**src/rtl/arb_pkg.sv**
```systemverilog
// Shared definitions for the 8-requester arbiter: state encodings,
// arbitration modes, vector widths and a one-hot helper.
package arb_pkg;

    localparam int N     = 8;
    localparam int IDX_W = 3;

    typedef enum logic [1:0] {
        ST_IDLE = 2'd0,
        ST_OWN  = 2'd1,
        ST_GAP  = 2'd2
    } arb_state_e;

    localparam logic MODE_FIXED = 1'b0;
    localparam logic MODE_RR    = 1'b1;

    function automatic logic [N-1:0] idx_to_onehot(input logic [IDX_W-1:0] idx);
        return N'(1) << idx;
    endfunction

endpackage

```
**src/rtl/rr_pick.sv**
```systemverilog
// Combinational winner search: descending scan starting at 'start' with wrap.
// Fixed-priority mode pins the start to 7, which reduces to a plain 8-to-3 encoder.
module rr_pick
    import arb_pkg::*;
(
    input  logic [N-1:0]     req,
    input  logic [IDX_W-1:0] start,
    input  logic             mode,
    output logic [IDX_W-1:0] idx,
    output logic             any
);

    logic [IDX_W-1:0] start_eff;
    logic [N-1:0]     rot;
    logic [IDX_W-1:0] rot_idx;

    assign start_eff = (mode == MODE_FIXED) ? IDX_W'(N - 1) : start;

    // Rotate so that requester 'start' lands on bit 7, 'start-1' on bit 6, ...
    generate
        for (genvar gi = 0; gi < N; gi++) begin : g_rot
            logic [IDX_W-1:0] src;
            assign src     = start_eff + IDX_W'(gi + 1);
            assign rot[gi] = req[src];
        end
    endgenerate

    always_comb begin
        rot_idx = '0;
        for (int i = 0; i < N; i++) begin
            if (rot[i]) begin
                rot_idx = IDX_W'(i);
            end
        end
    end

    assign idx = start_eff + rot_idx + IDX_W'(1);
    assign any = |req;

endmodule

```
**src/rtl/rr_priority_arbiter.sv**
```systemverilog
// Shares one resource among 8 requesters with fixed or round-robin policy,
// a hold timeout and a guaranteed one-cycle dead gap between owners.
module rr_priority_arbiter
    import arb_pkg::*;
#(
    parameter int MAX_HOLD = 16,
    parameter int CNT_W    = 5
) (
    input  logic             clk,
    input  logic             rst_n,
    input  logic [N-1:0]     req,
    input  logic             mode,
    input  logic             done,
    output logic [N-1:0]     gnt,
    output logic [IDX_W-1:0] gnt_idx,
    output logic             gnt_valid,
    output logic             preempt
);

    localparam logic [CNT_W-1:0] HOLD_LAST = CNT_W'((MAX_HOLD > 0) ? (MAX_HOLD - 1) : 0);
    localparam logic [CNT_W-1:0] HOLD_SAT  = '1;

    arb_state_e       state_q, state_d;
    logic [N-1:0]     gnt_q, gnt_d;
    logic [IDX_W-1:0] idx_q, idx_d;
    logic             valid_q, valid_d;
    logic             preempt_q, preempt_d;
    logic [IDX_W-1:0] ptr_q, ptr_d;
    logic [CNT_W-1:0] hold_q, hold_d;

    logic [IDX_W-1:0] pick_start;
    logic [IDX_W-1:0] pick_idx;
    logic             pick_any;
    logic             owner_req;
    logic             timeout;
    logic             release_own;

    // Round-robin search begins just below the previous winner.
    assign pick_start = ptr_q - IDX_W'(1);

    rr_pick u_pick (
        .req   (req),
        .start (pick_start),
        .mode  (mode),
        .idx   (pick_idx),
        .any   (pick_any)
    );

    assign owner_req   = req[idx_q];
    assign timeout     = (MAX_HOLD != 0) && (hold_q == HOLD_LAST);
    assign release_own = done || !owner_req || timeout;

    always_comb begin
        state_d   = state_q;
        gnt_d     = gnt_q;
        idx_d     = idx_q;
        valid_d   = valid_q;
        preempt_d = 1'b0;
        ptr_d     = ptr_q;
        hold_d    = hold_q;

        case (state_q)
            ST_IDLE, ST_GAP: begin
                if (pick_any) begin
                    state_d = ST_OWN;
                    gnt_d   = idx_to_onehot(pick_idx);
                    idx_d   = pick_idx;
                    valid_d = 1'b1;
                    ptr_d   = pick_idx;
                    hold_d  = '0;
                end else begin
                    state_d = ST_IDLE;
                    gnt_d   = '0;
                    valid_d = 1'b0;
                end
            end
            ST_OWN: begin
                if (release_own) begin
                    state_d   = ST_GAP;
                    gnt_d     = '0;
                    valid_d   = 1'b0;
                    // A timeout only counts as preemption when the owner still wanted the resource.
                    preempt_d = timeout && !done && owner_req;
                end else if (hold_q != HOLD_SAT) begin
                    hold_d = hold_q + CNT_W'(1);
                end
            end
            default: begin
                state_d = ST_IDLE;
                gnt_d   = '0;
                valid_d = 1'b0;
            end
        endcase
    end

    always_ff @(posedge clk) begin
        if (!rst_n) begin
            state_q   <= ST_IDLE;
            gnt_q     <= '0;
            idx_q     <= '0;
            valid_q   <= 1'b0;
            preempt_q <= 1'b0;
            ptr_q     <= '0;
            hold_q    <= '0;
        end else begin
            state_q   <= state_d;
            gnt_q     <= gnt_d;
            idx_q     <= idx_d;
            valid_q   <= valid_d;
            preempt_q <= preempt_d;
            ptr_q     <= ptr_d;
            hold_q    <= hold_d;
        end
    end

    assign gnt       = gnt_q;
    assign gnt_idx   = idx_q;
    assign gnt_valid = valid_q;
    assign preempt   = preempt_q;

endmodule
```
**config.mk**
```make
export PLATFORM = sky130hd
export DESIGN_NAME = rr_priority_arbiter
export DESIGN_NICKNAME = d
export VERILOG_FILES = /design/src/rtl/arb_pkg.sv /design/src/rtl/rr_pick.sv /design/src/rtl/rr_priority_arbiter.sv
export SDC_FILE = /design/constraint.sdc
export NUM_CORES = 1
export LEC_CHECK = 0
export ABC_AREA = 1
export BUFFER_PORTS_ARGS = -buffer_cell sky130_fd_sc_hd__clkbuf_2
export CAP_MARGIN = 20
export CORE_ASPECT_RATIO = 1.25
export CORE_UTILIZATION = 40
export CTS_BUF_LIST = sky130_fd_sc_hd__clkbuf_8
export DETAILED_ROUTE_END_ITERATION = 6
export RECOVER_POWER = 50
export SETUP_SLACK_MARGIN = 0.5
export SYNTH_ARGS = -nofsm -noshare
export SYNTH_HDL_FRONTEND = slang
export SYNTH_SLANG_ARGS = --single-unit
```
**constraint.sdc**
```tcl
create_clock -name clk -period 7.15 [get_ports clk]
set_clock_uncertainty 0.15 [all_clocks]
set_input_delay 0.3575 -clock clk [delete_from_list [all_inputs] [get_ports clk]]
set_output_delay 0.3575 -clock clk [all_outputs]
set_load 0.01 [all_outputs]
```
# Yosys cells after proc, flatten, opt, wreduce, memory -nomap -nowiden
# Cells that the tools add are included.
[op_classes]
multipliers = 0
div = 0
n_bitwise = 0
magnitude_cmp = 8
add_sub_neg = 10
reduce_logical = 13
shift = 1
mux = 37
n_eq_ne = 8
[ops]
columns = ["cell", "count"]
rows = [
  ["< comparator 3 x 4 -> 1 bit (second input constant)", 8],
  ["binary-select mux 1 bit (select 3 bit)", 8],
  ["two-way mux 8 bit", 2],
  ["one-hot mux 8 bit (2 select lines)", 1],
  ["two-way mux 3 bit", 5],
  ["two-way mux 5 bit", 3],
  ["adder 3 bit (second input constant)", 4],
  ["two-way mux 1 bit", 12],
  ["one-hot mux 5 bit (2 select lines)", 1],
  ["inequality test 2 bit (second input constant)", 4],
  ["OR reduction 8 bit", 1],
  ["<< shifter 1 x 3 -> 8 bit (first input constant)", 1],
  ["adder 3 x 2 -> 3 bit (second input constant)", 2],
  ["two-way mux 2 bit", 3],
  ["adder 5 x 1 -> 5 bit (second input constant)", 1],
  ["equality test 5 x 4 -> 1 bit (second input constant)", 1],
  ["inequality test 5 bit (second input constant)", 1],
  ["one-hot mux 2 bit (2 select lines)", 1],
  ["AND reduction 4 bit", 1],
  ["adder 3 x 1 -> 3 bit (second input constant)", 1],
  ["adder 3 bit", 1],
  ["AND reduction 3 bit", 1],
  ["subtractor 3 x 1 -> 3 bit (second input constant)", 1],
  ["equality test 2 x 1 -> 1 bit (second input constant)", 1],
  ["9 further kinds", 12],
]
[word_totals]
latch_bits = 0
mem_count = 0
ram_bits = 0
output_inout_bits = 13
rom_bits = 0
input_bits = 12
ff_bits = 20

# Logic depth before layout (Yosys ltp)
# Gate-level depths: netlist of run 1.
[logic_depth]
depth_word = 17
depth_mapped = 23

# By module
# Synthesis of run 1 repeated with hierarchy kept, for this count alone.
[hier_totals]
cells_unflattened = 285
hier_area_um2 = 1680.4
[modules_own_cells]
columns = ["module", "area_per_inst_um2", "seq_area_each_um2", "cells_each", "n_inst"]
rows = [
  ["rr_priority_arbiter", 1008.5, 380.4, 142, 1],
  ["rr_pick", 671.9, 0.0, 143, 1],
]

# Worst setup path after synthesis of run 1
# No wires, ideal clock.
[synth_timing]
path_type = "register -> register"
from = "register ptr_q[0]"
to = "register gnt_q[4], in the netlist gnt[4]"
setup_time_ps = 70
path_buffers = 1
path_stages_with_launch = 22
required_ps = 6930
arrival_time_ps = 3108
setup_slack_ps = 3821
synth_period_minus_slack_ps = 3329
path_cell_list = "dfxtp_1 -> buf_4 -> inv_1 -> ha_1 -> nand2_2 -> ha_1 -> inv_1 -> nand2_1 -> nand2_1 -> nand3_1 -> nand2_1 -> inv_1 -> nand2_1 -> nand2_1 -> a21oi_1 -> ha_1 -> fa_1 -> xnor2_1 -> inv_1 -> nand3_1 -> nand3_1 -> a21oi_1"
[synth_via]
elab_chain_len = 17
[synth_rtl]
columns = ["element", "line_no", "source"]
rows = [
  ["start: declaration", "rr_priority_arbiter.sv:28", "logic [IDX_W-1:0] ptr_q, ptr_d;"],
  ["start signal: assignment", "rr_priority_arbiter.sv:111", "ptr_q <= ptr_d;"],
  ["subtractor 3 x 1 -> 3 bit", "rr_priority_arbiter.sv:39", "assign pick_start = ptr_q - IDX_W'(1);"],
  ["two-way mux 3 bit", "rr_pick.sv:17", "assign start_eff = (mode == MODE_FIXED) ? IDX_W'(N - 1) : start;"],
  ["adder 3 x 2 -> 3 bit", "rr_pick.sv:23", "assign src = start_eff + IDX_W'(gi + 1);"],
  ["binary-select mux 1 bit (select 3 bit)", "rr_pick.sv:24", "assign rot[gi] = req[src];"],
  ["two-way mux 1 bit (implied by the code)", "rr_pick.sv:24", ""],
  ["two-way mux 1 bit", "rr_pick.sv:31", "if (rot[i]) begin"],
  ["two-way mux 2 bit (2 in a row)", "rr_pick.sv:31", ""],
  ["two-way mux 3 bit (4 in a row)", "rr_pick.sv:31", ""],
  ["adder 3 bit", "rr_pick.sv:37", "assign idx = start_eff + rot_idx + IDX_W'(1);"],
  ["adder 3 x 1 -> 3 bit", "rr_pick.sv:37", ""],
  ["<< shifter 1 x 3 -> 8 bit", "arb_pkg.sv:18", "return N'(1) << idx;"],
  ["two-way mux 8 bit", "rr_priority_arbiter.sv:64", "if (pick_any) begin"],
  ["one-hot mux 8 bit (2 select lines)", "rr_priority_arbiter.sv:62", "case (state_q)"],
  ["end signal: assignment", "rr_priority_arbiter.sv:107", "gnt_q <= gnt_d;"],
  ["end: declaration", "rr_priority_arbiter.sv:24", "logic [N-1:0] gnt_q, gnt_d;"],
]
# Several ways; a longest one is shown, not always the timed one. The select of a mux whose other input is x is not followed.
# A chain may end at the register's enable or synchronous reset.

# Worst setup path in the final report of run 1
# Ends and elaborated chain as after synthesis.

==> results.tsv, run 1 <==
stage	metric	value	unit
setup_path	startpoint_type	register	
finish	drive_gt1_frac	0.106	
floorplanning	die_y	73.4	um
floorplanning	start_util	0.424	
route	viasPerCell	4.79	
sta	finalWorstSetupSlack	3200	ps
setup_path	crit_family	adder cells	
cts	h-tree-depth	1	
cts	cts_resized	0	
setup_path	critPathKind	reg2reg	
route	drt-wirelength-per-cell	11.2	um
power	switching_power	371	uW
finish	diodes	0	
flow_run	maxCapViolCount	0	
global_routing	grt_pass1_vias	1639	
power	sw_frac_of_total	0.519	
global_routing	antenna_found_initial	0	
setup_path	critPathSlowestCell	dfxtp_1	
place	pre_cts_ws	3230	ps
route	drt_iter0_drc	65	
yosys	syn-cell-area	1630	um2
finish	multiInputGateArea	1030	um2
hold_path	hp-start	rst_n	
finish	area_growth	10.0	%
sta	finalCriticalPeriod	3950	ps
power	p_total	715	uW
floorplanning	die_area	4340	um2
yosys	synth_most_common_cell	nand2_1	
route	drcViolationCount	0	
yosys	synth_cell_types	30	
global_routing	overflow	0	
power	clockPowerShare	0.120	
floorplanning	die_w	59.1	um
setup_path	path_max_fanout	17	
yosys	synth_top_cell_area_share	0.245	
cts	clkSinkCount	20	
floorplanning	rows	25	
sta	finalSetupViolations	0	
power	p_leak	0.930	nW
finish	fillers	432	
setup_path	max_stage_delay	650	ps
global_routing	grt_pass1_wl	6690	um
setup_path	crit_chain	inv_1, ha_1, nand2_2, ha_1, inv_1, nand2_1, nand2_1, nand3_1, nand2_1, inv_1, nand2_1, nand2_1, a21oi_1, ha_1, fa_1, xnor2_1, inv_1, nand3_1, nand3_1, a21oi_1	
setup_path	worstPathArrival	3990	ps
place	detailed_place_hpwl	3140	um
finish	seqCellArea	400	um2
sta	timing.fmax	0.253	GHz
global_routing	grt_max_degree	18	
cts	clkSlewWorstSetupHoldPaths	70	ps
power	comb_power_share	0.651	
hold_path	hp-class	in2reg	
cts	clk_latency	260	ps
setup_path	required	7190	ps
sta	worstMarginPinSlew	521	ps
yosys	synth-seq-area-share	0.245	
sta	finalCritPeriodShare	0.553	
route	firstDrtPassIters	4	
cts	postCtsSetupRepairBufs	0	
yosys	syn_inst	270	
yosys	yosys-top-cells-area	dfxtp_1 (25%), nand2_1 (22%), nand3_1 (12%)	
yosys	synth_fp_nets	289	
yosys	ys_ff_latch	20	
setup_path	startpoint	ptr_q[0]	
power	internal-power	344	uW
sta	slew_headroom	0.652	
cts	cts_root_buffer	clkbuf_8	
sta	rsz0062_at_grt	false	
place	gp_congestion	0.864	
floorplanning	io_pins	25	
finish	fin_cells	346	
yosys	yosysWarnings	0	
cts	hold_buffers	0	
route	vias	1659	
setup_path	cp.buffers_inverters	4	
route	wirelength	3860	um
yosys	synth_area_leader_cell	dfxtp_1	
power	ir_drop	0.000212	V
cts	cts_tree	built	
finish	nNetsFinal	312	
yosys	syn_avg_cell_area	6.05	um2
route	ant_nets	0	
power	powerDensity	398	nW/um2
place	portBuffers	24	
setup_path	rr_startpoint	ptr_q[0]	
global_routing	track_usage	0.199	
yosys	synth_flop_cell	dfxtp_1	
finish	post-route-util	0.467	
setup_path	crit_path_end_kind	register	
yosys	synthTopCellsByCount	nand2_1 (97), nand3_1 (39), inv_1 (34)	
cts	cts_buffers	3	
floorplanning	core	3850	um2
sta	final-max-slew-violation-count	0	
yosys	synth-edff-count	0	
sta	finalHoldViolations	0	
power	pwr-share-seq	0.229	
yosys	async_flop_share	0	
cts	clock_path_buffers	2	
setup_path	crit_top_cell	nand2_1	
place	place_inst	342	
sta	setup-tns-final	0	ps
outcome	status	finished clean	
==> path summary, 6_finish.rpt <==
path	cells past startpoint	slack [ps]	end
setup / recovery	20	3200	gnt[4]
hold / removal	3	200	hold_q[0]
setup reg to reg	20	3200	gnt[4]
hold reg to reg	2	290	gnt[3]
==> through the flow <==
stage,hold WS (ps),area (um2)
global placement,282,1770
detailed placement,282,1770
finish,202,1800
global route,206,1800
floorplan,308,1630
CTS,198,1820
==> worst min-delay path, delay by kind of cell <==
kind | cells | cell delay [ps]
simple gates | 2 | 100
buf+inv | 1 | 100
==> logic make-up (layout without fill, tap and decap cells) <==
logic type / Yosys count / count (layout) / share of synthesized area
XOR/XNOR: 2 / 2 / 0.0107
buffers and inverters: 44 / 66 / 0.120
AND/OR/NAND/NOR: 171 / 171 / 0.479
flip-flops: 20 / 20 / 0.245
AO/OA/AOI/OAI: 26 / 26 / 0.0874
adder cells (fa/ha/maj): 7 / 7 / 0.0582
==> per-layer routing <==
metal  up-vias  wire [um]  global-route usage
li1        903          -                   -
met1       727       1760               0.222
met2        21       1880               0.370
met3         8        106              0.0246
met4         0        111              0.0899
met5         -          0                   0
==> registers in the layout, summed over array words and instances (netlist names) <==
register   cells
ptr_q          3
state_q        2
gnt            8
preempt        1
hold_q         5
gnt_valid      1
==> cells in the final DEF (no fill, tap or decap), drive strengths merged, types with 2 or more instances in the layout <==
master    n
dfxtp    20
clkbuf   28
nand2   107
nor2     16
nor3      2
a21oi    14
o21ai     6
nand4     4
inv      37
nand3    40
o22ai     2
o211ai    2
ha        6
==> power by group through the flow <==
stage / logic (mW) / clock network (mW) / registers (mW)
floorplan: 0.379 / 0 / 0.166
CTS: 0.479 / 0.0885 / 0.164
detailed placement: 0.475 / 0 / 0.167
global route: 0.537 / 0.0931 / 0.169
global placement: 0.476 / 0 / 0.166
finish: 0.465 / 0.0858 / 0.164
==> area by class of cell <==
cell class | count | share of cell area
Clock buffer | 4 | 0.0306
Inverter | 38 | 0.0794
Multi-Input combinational cell | 206 | 0.572
Sequential cell | 20 | 0.223
Tap cell | 54 | 0.0376
Timing Repair Buffer | 24 | 0.0578
Power figures use the tool's default switching activity.
==> inputs of run 2 (changes only) <==
ABC_AREA = 0   (was 1)
clock period = 4.1 ns   (was 7.15 ns; I/O delays follow)
==> run 2 against run 1 <==
  * Global-route usage up 1.9 points
  * Cell area up 28%
  * Count of clock-buffer cells in the layout down 1
  * Wire length up 18%
  * Worst hold slack worse by 84 ps
  * Clock power up 56%
  * Register-to-register slack worse by 2900 ps
  * Maximum frequency up 3.4%
  * Area after synthesis up 6.1%
  * Die area up 5.9%
  * Via count up 1.6%
  * Flip-flop and latch count unchanged
  * Critical path type unchanged
  * Critical endpoint is now gnt[0]
==> results.tsv, run 2 <==
stage	metric	value	unit
yosys	yosys-top-cells-area	dfxtp_1 (23%), mux4_2 (6.5%), mux2i_1 (5.2%)	
setup_path	path_max_fanout	4	
place	detailed_place_hpwl	3470	um
sta	slew_headroom	0.368	
global_routing	grt_pass1_vias	1636	
global_routing	grt_pass1_wl	7420	um
setup_path	crit_family	adder cells	
yosys	synth_cell_types	53	
cts	cts_tree	built	
place	gp_congestion	0.872	
floorplanning	die_area	4600	um2
route	drt_iter0_drc	129	
hold_path	hp-class	in2reg	
sta	worstMarginPinSlew	943	ps
finish	layout_common_cells	buf_4 (21), nand2_1 (19), dfxtp_1 (19), clkbuf_1 (14), clkbuf_2 (13)	
setup_path	rr_startpoint	ptr_q[1]	
finish	nNetsFinal	264	
cts	cts_buffers	3	
yosys	synthTopCellsByCount	nand2_1 (21), dfxtp_1 (20), inv_1 (9), mux2i_1 (9), nor4_1 (9)	
finish	finalInstanceArea	2300	um2
finish	area_growth	32.9	%
setup_path	required	4160	ps
yosys	synth_top_cell_area_share	0.231	
global_routing	track_usage	0.218	
finish	fillers	401	
sta	finalCriticalPeriod	3820	ps
sta	finalHoldViolations	0	
setup_path	worstPathArrival	3880	ps
cts	clkSlewWorstSetupHoldPaths	70	ps
power	p_leak	0.934	nW
setup_path	cp.depth	17	
yosys	syn_avg_cell_area	8.79	um2
route	ant_nets	0	
sta	final-max-slew-violation-count	0	
setup_path	reg2reg_slack	280	ps
cts	h-tree-depth	1	
yosys	async_flop_share	0	
power	ir_drop	0.000318	V
yosys	ys_ff_latch	20	
global_routing	overflow	0	
cts	cts_root_buffer	clkbuf_8	
sta	timing.fmax	0.262	GHz
yosys	syn-cell-area	1730	um2
sta	finalSetupViolations	0	
floorplanning	die_y	75.6	um
yosys	synth_area_leader_cell	dfxtp_1	
yosys	syn_inst	197	
route	drt-wirelength-per-cell	15.1	um
sta	setup-tns-final	0	ps
setup_path	crit_path_end_kind	register	
floorplanning	io_pins	25	
setup_path	ff2ff_path_depth	17	
setup_path	rr_endpoint	gnt[0]	
floorplanning	start_util	0.419	
finish	layout_commonest_cell	buf_4	
finish	largest_reg_flops	8	
yosys	synth_fp_nets	216	
setup_path	startpoint_type	register	
setup_path	cp.buffers_inverters	2	
yosys	yosysWarnings	0	
route	viasPerCell	5.62	
yosys	synth-seq-area-share	0.231	
place	portBuffers	24	
cts	clock_path_buffers	2	
setup_path	critPathSlowestCell	fa_2	
floorplanning	rows	26	
route	firstDrtPassIters	4	
power	p_total	2.03	mW
global_routing	antenna_found_initial	0	
setup_path	max_stage_delay	560	ps
setup_path	startpoint	ptr_q[1]	
finish	drive_gt1_frac	0.348	
route	wirelength	4540	um
cts	clk_latency	260	ps
floorplanning	core	4130	um2
outcome	status	finished clean	
yosys	synth-edff-count	0	
place	dpl-instance-area	2090	um2
route	drcViolationCount	0	
sta	rsz0062_at_grt	true	
cts	clkSinkCount	20	
finish	diodes	0	
power	powerDensity	884	nW/um2
setup_path	critPathKind	reg2reg	
setup_path	crit_chain	inv_2, ha_4, nand2_4, ha_4, inv_2, a211o_1, a211o_1, nand2_1, a21boi_2, o22ai_1, ha_2, fa_2, nand2_2, or4b_4, nor4_4, mux2i_1, nand2_1	
route	vias	1685	
floorplanning	die_w	60.9	um
yosys	synth_most_common_cell	nand2_1	
global_routing	grt_max_degree	16	
flow_run	maxCapViolCount	0	
setup_path	crit_path_end	gnt[0]	
yosys	synth_flop_cell	dfxtp_1	
sta	finalCritPeriodShare	0.932	
[run 2: changes by cell type after synthesis, sizes merged, moves of 6 or more]
cell / change
nand2: -85
nand3: -36
inv: -27
a21oi: -10
mux2i: +9
nor2: -8
nor4: +8
and3: +6
[run 2: worst min path at each step]
stage          startpoint         to  cells after the start
2_1_floorplan        done    preempt                      1
3_3_place_gp         done    preempt                      2
3_5_place_dp         done    preempt                      2
4_1_cts             rst_n  hold_q[1]                      3
5_1_grt             rst_n  hold_q[0]                      3
6_report            rst_n  hold_q[1]                      3
[run 2: what timing repair did]
action                                  CTS  global route
hold endpoints to repair                  1             0
pin swaps                                15            10
hold buffers                              1             0
setup buffers                             6             3
gates resized for setup                  13            11
endpoints found under the setup margin    9             9
gates cloned                              0             0
[run 2: cell families (layout without fill, tap and decap cells)]
family                   Yosys count  count (layout)  synth area share
flip-flops                        20              20             0.231
XOR/XNOR                           8               8            0.0484
adder cells (fa/ha/maj)            7               7            0.0549
AO/OA/AOI/OAI                     47              47             0.216
buffers and inverters             18              65            0.0506
AND/OR/NAND/NOR                   79              79             0.256
multiplexers                      18              18             0.143
[run 2: area by class of cell]
class | count | area, um2 | area share
Clock inverter | 1 | 3.75 | 0.00163
Timing Repair Buffer | 51 | 308 | 0.134
Clock buffer | 3 | 41.3 | 0.0179
Inverter | 10 | 40.0 | 0.0174
Sequential cell | 20 | 404 | 0.176
Multi-Input combinational cell | 159 | 1430 | 0.623
Tap cell | 56 | 70.1 | 0.0305
[run 2: worst min-delay path, stage by stage]
cell	delay (ps)
clkbuf_2	140
nand2_1	90
o22ai_1	50
[run 2: per-stage QoR]
stage | worst slack (ps) | instances | util | hold slack (ps)
2_1_floorplan | 67.4 | 197 | - | 132
3_3_place_gp | 100 | 286 | 0.505 | 281
3_5_place_dp | 55.7 | 286 | 0.505 | 279
4_1_cts | 329 | 297 | 0.547 | 112
5_1_grt | 124 | 300 | 0.557 | 132
6_report | 277 | 300 | 0.557 | 118
[run 2: layer usage]
| layer | part of all wire | wire length (um) | GRT usage | vias up |
|---|---|---|---|---|
| li1 | - | - | - | 845 |
| met1 | 0.44 | 1980 | 0.258 | 795 |
| met2 | 0.51 | 2300 | 0.386 | 32 |
| met3 | 0.025 | 112 | 0.0272 | 13 |
| met4 | 0.031 | 140 | 0.104 | 0 |
| met5 | 0 | 0 | 0 | - |
[run 2: where the power goes]
| group | switching, mW | internal, mW | total, mW | leakage, nW |
|---|---|---|---|---|
| Combinational | 0.845 | 0.778 | 1.62 | 0.743 |
| Clock | 0.0675 | 0.0669 | 0.134 | 0.0269 |
| Sequential | 0.0313 | 0.244 | 0.276 | 0.164 |
| Total | 0.944 | 1.09 | 2.03 | 0.934 |
==> inputs of run 3 (changes only) <==
ABC_AREA = 1   (was 0)
RECOVER_POWER = 100   (was 50)
==> run 3 against run 2 <==
  * Sequential power shrank 3%
  * Utilization down 8.2 points
  * Sequential share of layout area up 4.3 points
  * Clock power decreased by 7%
  * First-iteration DRC count decreased by 50%
  * Worst hold slack lost 78 ps
==> results.tsv, run 3 (synthesis results as in run 1) <==
stage	metric	value	unit
outcome	status	finished clean	
global_routing	track_usage	0.208	
sta	worstMarginPinSlew	720	ps
power	powerDensity	707	nW/um2
route	drt_iter0_drc	65	
sta	final-max-slew-violation-count	0	
cts	postCtsSetupRepairBufs	0	
global_routing	antenna_found_initial	0	
power	ir_drop	0.000362	V
setup_path	required	4130	ps
finish	layout_common_cells	nand2_1 (99), nand3_1 (38), inv_1 (35), dfxtp_1 (20)	
cts	clkSinkCount	20	
global_routing	grt_max_degree	17	
global_routing	overflow	0	
power	comb_power_share	0.696	
cts	clk_latency	250	ps
route	wirelength	4010	um
floorplanning	start_util	0.424	
global_routing	grt_pass1_wl	6820	um
floorplanning	die_area	4340	um2
finish	layout_commonest_cell	nand2_1	
cts	cts_root_buffer	clkbuf_8	
setup_path	startpoint_type	register	
cts	clkSlewWorstSetupHoldPaths	70	ps
floorplanning	die_w	59.1	um
global_routing	grt_most_used_layer	met2	
place	portBuffers	24	
sta	finalWorstSetupSlack	616	ps
route	viasPerCell	4.82	
power	p_leak	0.945	nW
flow_run	maxCapViolCount	0	
finish	nNetsFinal	313	
power	clockPowerShare	0.096	
cts	cts_tree	built	
place	gp_congestion	0.885	
place	detailed_place_hpwl	3180	um
cts	clock_path_buffers	2	
sta	finalCriticalPeriod	3480	ps
sta	timing.fmax	0.287	GHz
sta	slew_headroom	0.515	
power	sw_frac_of_total	0.529	
global_routing	grt_pass1_vias	1603	
route	drcViolationCount	0	
global_routing	met1_usage	0.239	
sta	setup-tns-final	0	ps
setup_path	crit_path_end_kind	register	
floorplanning	die_y	73.4	um
route	firstDrtPassIters	4	
route	ant_nets	0	
floorplanning	rows	25	
hold_path	hp-class	in2reg	
setup_path	path_max_fanout	8	
finish	largest_reg_flops	8	
finish	area_growth	12.0	%
cts	hold_buffers	0	
sta	finalSetupViolations	0	
setup_path	worstPathArrival	3520	ps
finish	diodes	0	
finish	post-route-util	0.475	
global_routing	grt_use_met3	0.0229	
setup_path	critPathKind	reg2reg	
power	internal-power	609	uW
route	drt-wirelength-per-cell	11.6	um
sta	finalCritPeriodShare	0.850	
floorplanning	core	3850	um2
cts	h-tree-depth	1	
sta	holdWs	40.2	ps
sta	finalHoldViolations	0	
cts	cts_buffers	3	
global_routing	use_met2	0.370	
floorplanning	io_pins	25	
place	pre_cts_ws	617	ps
power	switching_power	684	uW
power	pwr-share-seq	0.208	
finish	drive_gt1_frac	0.116	
sta	rsz0062_at_grt	false	
route	vias	1667	
## run 3: cell types whose count changed in the layout (fill, tap and decap cells not counted), sizes merged, moves of 5 or more
cell and delta:
a211oi -5, mux4 -5, mux2i -9, nor2 +8
nand2b -5, nor3 -5, a21oi +10, and3 -6
nor4 -8, nand3 +36, nand2 +85, inv +26
buf -22
## run 3: per-stage QoR
| stage | cell area, um2 | power (mW) | cells |
|---|---|---|---|
| 6_report | 1830 | 1.29 | 346 |
| 5_1_grt | 1830 | 1.44 | 346 |
| 4_1_cts | 1820 | 1.26 | 346 |
| 3_5_place_dp | 1780 | 1.13 | 343 |
| 3_3_place_gp | 1780 | 1.13 | 343 |
| 2_1_floorplan | 1630 | 0.950 | 270 |
## run 3: per-layer routing
| metal | wire, um | part of all wire | up-vias |
|---|---|---|---|
| met2 | 2020 | 0.50 | 22 |
| li1 | - | - | 904 |
| met5 | 0 | 0 | - |
| met4 | 149 | 0.037 | 0 |
| met3 | 77 | 0.019 | 8 |
| met1 | 1770 | 0.44 | 733 |
## run 3: final timing paths
| path | from | end | slack (ps) | cells after the start |
|---|---|---|---|---|
| worst min-delay path | rst_n | hold_q[0] | 40 | 3 |
| worst max register to register | ptr_q[1] | gnt[4] | 620 | 20 |
| worst min register to register | gnt[3] | gnt[3] | 300 | 2 |
| worst max-delay path | ptr_q[1] | gnt[4] | 620 | 20 |
## run 3: power groups by stage
stage,Combinational [mW],Clock [mW],Sequential [mW]
floorplan,0.661,0,0.290
global placement,0.855,0,0.273
detailed placement,0.859,0,0.274
CTS,0.865,0.130,0.270
global route,1.03,0.135,0.275
finish,0.900,0.124,0.269
## run 3: layout make-up
type                            instances  area, um2
Multi-Input combinational cell        206       1060
Fill cell                             438       2020
Clock buffer                            3       41.3
Tap cell                               54       67.6
Timing Repair Buffer                   25        113
Sequential cell                        20        400
Inverter                               38        143
## run 3: critical path, stage by stage, from the launching register on
cell     delay (ps)
dfxtp_1         370
inv_1           110
ha_1            360
nand2_1         230
ha_4            360
inv_1            50
nand2_1          60
nand2_1          40
nand3_1          60
nand2_1         100
inv_1            70
nand2_1          50
nand2_1          50
a21oi_1          60
ha_1            190
fa_1            410
xnor2_2         240
inv_1           110
nand3_2         140
nand3_1         100
a21oi_1         120
## run 3: repair_timing
| action | in CTS | in global routing |
|---|---|---|
| endpoints found under the setup margin | 0 | 9 |
| hold endpoints to repair | 0 | 0 |
| resized for setup | 0 | 8 |
